===== src/rtl/led_fader.sv =====
// led_fader: five-channel PWM LED fader.
// Each LED channel holds a brightness level that either jumps straight to a new on/off
// pattern (snap) or ramps one step per step_tick toward it (fade). Levels drive a shared
// free-running PWM counter comparison; LED outputs are registered.
//
// Ports:
//   CLK        system clock
//   RST_N      asynchronous active-low reset
//   pattern    target on/off pattern, bit n -> LEDn
//   pat_valid  pattern offered this cycle
//   pat_snap   1 = jump to pattern, 0 = fade; sampled only on acceptance
//   pat_ready  block idle and able to accept a pattern
//   busy       fade in progress
//   LED4..LED0 PWM-dimmed LED drive, active-high
module led_fader #(
  parameter int unsigned PWM_BITS = 4,
  parameter int unsigned STEP_DIV = 46875
) (
  input  logic       CLK,
  input  logic       RST_N,
  input  logic [4:0] pattern,
  input  logic       pat_valid,
  input  logic       pat_snap,
  output logic       pat_ready,
  output logic       busy,
  output logic       LED4,
  output logic       LED3,
  output logic       LED2,
  output logic       LED1,
  output logic       LED0
);

  localparam int unsigned NumLeds = 5;
  localparam int unsigned StepW   = (STEP_DIV > 1) ? $clog2(STEP_DIV) : 1;
  localparam logic [PWM_BITS-1:0] LvlMax  = '1;
  localparam logic [StepW-1:0]    StepEnd = StepW'(STEP_DIV - 1);

  localparam logic [0:0] StIdle   = 1'b0;
  localparam logic [0:0] StFading = 1'b1;

  logic [0:0]          state_q, state_d;
  logic [NumLeds-1:0]  target_q, target_d;
  logic [PWM_BITS-1:0] level_q [NumLeds];
  logic [PWM_BITS-1:0] level_d [NumLeds];
  logic [PWM_BITS-1:0] pwm_cnt_q, pwm_cnt_d;
  logic [StepW-1:0]    step_cnt_q, step_cnt_d;
  logic [NumLeds-1:0]  led_q, led_d;

  logic                step_tick;
  logic                accept;
  logic                all_done;
  logic [PWM_BITS-1:0] goal;

  always_comb begin
    pwm_cnt_d  = pwm_cnt_q + 1'b1;
    step_tick  = (step_cnt_q == StepEnd);
    // Step timebase is free-running; acceptance never realigns it.
    step_cnt_d = step_tick ? '0 : step_cnt_q + 1'b1;
    accept     = pat_valid && (state_q == StIdle);

    state_d  = state_q;
    target_d = target_q;
    level_d  = level_q;
    all_done = 1'b1;
    goal     = '0;

    if (accept) begin
      target_d = pattern;
      if (pat_snap) begin
        for (int n = 0; n < NumLeds; n++) begin
          level_d[n] = pattern[n] ? LvlMax : '0;
        end
      end else begin
        state_d = StFading;
      end
    end else if ((state_q == StFading) && step_tick) begin
      for (int n = 0; n < NumLeds; n++) begin
        goal = target_q[n] ? LvlMax : '0;
        if (level_q[n] < goal) begin
          level_d[n] = level_q[n] + 1'b1;
        end else if (level_q[n] > goal) begin
          level_d[n] = level_q[n] - 1'b1;
        end
        if (level_d[n] != goal) begin
          all_done = 1'b0;
        end
      end
      // Exit on the tick whose updated levels all sit at their goals.
      if (all_done) begin
        state_d = StIdle;
      end
    end

    for (int n = 0; n < NumLeds; n++) begin
      led_d[n] = (level_q[n] > pwm_cnt_q);
    end
  end

  always_ff @(posedge CLK or negedge RST_N) begin
    if (!RST_N) begin
      state_q    <= StIdle;
      target_q   <= '0;
      pwm_cnt_q  <= '0;
      step_cnt_q <= '0;
      led_q      <= '0;
      for (int n = 0; n < NumLeds; n++) begin
        level_q[n] <= '0;
      end
    end else begin
      state_q    <= state_d;
      target_q   <= target_d;
      pwm_cnt_q  <= pwm_cnt_d;
      step_cnt_q <= step_cnt_d;
      led_q      <= led_d;
      for (int n = 0; n < NumLeds; n++) begin
        level_q[n] <= level_d[n];
      end
    end
  end

  assign pat_ready = (state_q == StIdle);
  assign busy      = (state_q == StFading);
  assign LED4      = led_q[4];
  assign LED3      = led_q[3];
  assign LED2      = led_q[2];
  assign LED1      = led_q[1];
  assign LED0      = led_q[0];

endmodule


===== config.mk =====
export PLATFORM = sky130hd
export DESIGN_NAME = led_fader
export DESIGN_NICKNAME = d
export VERILOG_FILES = /design/src/rtl/led_fader.sv
export SDC_FILE = /design/constraint.sdc
export NUM_CORES = 1
export LEC_CHECK = 0
export CAP_MARGIN = 5
export CELL_PAD_IN_SITES_DETAIL_PLACEMENT = 1
export CELL_PAD_IN_SITES_GLOBAL_PLACEMENT = 1
export CORE_MARGIN = 1.5
export CORE_UTILIZATION = 51
export DETAILED_ROUTE_END_ITERATION = 12
export GPL_TIMING_DRIVEN = 1
export PLACE_DENSITY_LB_ADDON = 0.1
export SLEW_MARGIN = 20
export SYNTH_ARGS = -nofsm -noshare
export SYNTH_HDL_FRONTEND = slang
export SYNTH_SLANG_ARGS = --single-unit

===== constraint.sdc =====
create_clock -name CLK -period 5 [get_ports CLK]
set_clock_uncertainty 0.15 [all_clocks]
set_input_delay 0.5 -clock CLK [delete_from_list [all_inputs] [get_ports CLK]]
set_output_delay 0.5 -clock CLK [all_outputs]
set_load 0.005 [all_outputs]

==> results.md <==
* Max-Slew Margin vs Limit at 46.8%
* Total core area at 7210 sq um
* Status: complete, no violations
* Hold Crit Class: input port to asynchronous set/reset pin
* TritonCTS Buffers at 5
* Clk buf depth at 2
* Synth warn at 0
* Die area at 7930 sq um
* WP data required at 5.03 ns
* Residual DRC count at 0
* Max Cap Viol at 0
* Via count at 3150
* Min Hold Slack at 0.145 ns
* Period Utilization, post-route at 59.4%
* Endpoint class of the critical path: flip-flop
* GR Overflow Total at 0
* First-pass GRT wire length at 14900 um
* # nets final at 497
* Synth top cells by count: 53 x ha_1, 51 x dfrtp_1, 35 x nor2_1
* Tot Pwr at 1.86 mW
* Count leader, synth: ha_1
* Synthesis-stage register bit count at 51
* Placed instance area at 4030 sq um
* Post-synthesis cell type count at 48
* Root Buffer: clkbuf_8
* Number of diodes at 0
* Avg Cell Area, Syn at 8.97 sq um
* DRT antenna net count at 0
* Total GRT Usage at 24.5%
* Fraction of layout cells with a size suffix above 1 at 5.28%
* Fin crit period at 2.97 ns
* Postcts setup bufs at 0
* P_leak at 1.87 nW
* Largest net degree at the start of global routing at 52
* Placer congestion estimate at 0.799
* Chip Height at 89.1 um
* Cells after Synth at 421
* Fillers at 884
* Fin. Hold Viols at 0
* Reg-to-reg startpoint: level_q[12]
* VDD IR max at 198 uV
* RSZ-0062 raised after global routing: no
* Register area share after synthesis at 33.8%
* Vias in the first global route at 3178
* Area delta synth->final at 9.14%
* First drt pass iteration count at 4
* Arrival time worst endpoint at 3.00 ns
* Fmax at 337 MHz
* Power density cells at 450 nW/um^2
* Synth top area share at 33.8%
* Gates resized, CTS repair at 0
* Netlist Area Pre-Place at 3780 sq um
* CP startpoint kind: flip-flop
* Via density at 5.89
* Sequential cell area at 1280 sq um
* R2R Path End: busy
* Final WL at 9000 um
* Width of the die at 89.1 um
* Initial antenna violation count at 0
* WS Path Type: flip-flop to flip-flop
* Pins over their slew limit at 0
* Multi-input logic area at 2380 sq um
* Ranking of synthesized cells by area: dfrtp_1 34%, ha_1 18%, a21oi_1 4.5%, xnor2_1 4.4%, nor2_1 3.5%
* Initial Utilization at 52.4%
* FFs w/ async S/R, synth at 100%
* Design area at 4120 sq um
* Finish-stage setup viols at 0
* Setup TNS at 0 ns
* DRT iter0 DRCs at 100
* DP HPWL at 7000 um
* Hold Buf Count CTS at 0
* R2R Setup Slk at 2.03 ns
* Clk_lat worst skew at 0.32 ns
* Std cell rows at 31
* CTS tree: done
* Clk sinks at 51
* Clk pin slew, worst setup/hold paths at 0.10 ns
* Worst reg2reg path depth at 9
* Area leader, netlist: dfrtp_1
* I/O pin count at 16
* Worst setup startpoint: level_q[12]
* CTS H-Tree Depth at 2
* Port-buffer cells at 15
* Post-synth EDFFs at 0
* Crit path to: busy
* Routed wire per std cell at 16.8 um
* Synth Net Count at 483
* Worst-path maximum fanout at 5
* Tightest Pin Transition at 0.796 ns
* Synth Flop Type: dfrtp_1
==> cell type report <==
class,count,area share (%)
multi-input combinational,336,57.7
timing repair buffer,17,3.88
clock inverter,3,0.637
tap,99,3.00
inverter,24,2.19
clock buffer,5,1.67
sequential,51,31.0
==> how the worst min path moves through the flow <==
stage	from	end	slack, ns	cells past startpoint
after global placement	pwm_cnt_q[3]	pwm_cnt_q[3]	0.31	1
after global routing	RST_N	level_q[14]	0.20	2
final	RST_N	pwm_cnt_q[3]	0.15	2
after floorplan	RST_N	busy	0.05	0
after detailed placement	pwm_cnt_q[3]	pwm_cnt_q[3]	0.32	1
after CTS	RST_N	level_q[14]	0.16	2
==> worst max-delay path, cell delays in order, from the launching register on <==
cell and delay, ns:
dfrtp_1 0.46, inv_1 0.15, ha_1 0.31, nand4_1 0.21, and2_1 0.24, mux2i_1 0.17, xnor2_1 0.12, or4b_1 0.53
a21boi_0 0.33, a41oi_1 0.17
==> flip-flops by register name, indices dropped and copies added (netlist names) <==
| register | cells |
|---|---|
| step_cnt_q | 16 |
| pwm_cnt_q | 4 |
| led_q | 5 |
| level_q | 20 |
| target_q | 5 |
| busy | 1 |
==> per-layer routing <==
layer | vias to the layer above | global-route usage, % | part of all wire (%)
met2 | 39 | 42.8 | 50
met5 | - | 0 | 0
met4 | 0 | 6.01 | 0.99
met3 | 11 | 3.14 | 2.4
met1 | 1565 | 32.3 | 47
li1 | 1535 | - | -
==> cell usage in the layout, fill, tap and decap left out, drive strengths merged, types with 5 or more instances in the layout <==
master | Yosys | routed
nor2b | 7 | 7
nand2b | 7 | 7
clkbuf | 10 | 5
inv | 24 | 26
nor2 | 36 | 36
mux2i | 12 | 12
nand4 | 16 | 16
a41oi | 6 | 6
xor2 | 7 | 7
nand2 | 33 | 33
nand3 | 12 | 12
clkdlybuf4s50 | 0 | 14
xnor2 | 19 | 19
a211oi | 7 | 7
ha | 53 | 53
nor3 | 7 | 7
o21ai | 29 | 29
dfrtp | 51 | 51
a21oi | 34 | 34
a21o | 5 | 5
and2 | 11 | 11
==> stage by stage <==
| step | std cells | utilization (%) | setup WS, ns |
|---|---|---|---|
| floorplan | 421 | - | 2.42 |
| global placement | 527 | 55.8 | 2.11 |
| detailed placement | 527 | 55.8 | 2.11 |
| CTS | 535 | 57.1 | 2.03 |
| global route | 535 | 57.1 | 1.87 |
| finish | 535 | 57.1 | 2.03 |
==> cell families (layout without fill, tap and decap cells) <==
kind of cell	count (synthesis)	count (layout)	share of synthesized area, %
AND/OR/NAND/NOR	150	150	20.8
buffers and inverters	34	49	3.38
flip-flops	51	51	33.8
AO/OA/AOI/OAI	95	95	15.2
XOR/XNOR	26	26	6.03
adder cells (fa/ha/maj)	53	53	17.6
multiplexers	12	12	3.18
==> power by group <==
group / switching, mW / total (mW) / leakage [nW] / internal [mW]
registers: 0.117 / 0.605 / 0.631 / 0.488
logic: 0.547 / 0.996 / 1.19 / 0.449
clock network: 0.153 / 0.257 / 0.0491 / 0.103
Note: power is estimated with default switching activity, not from simulation.
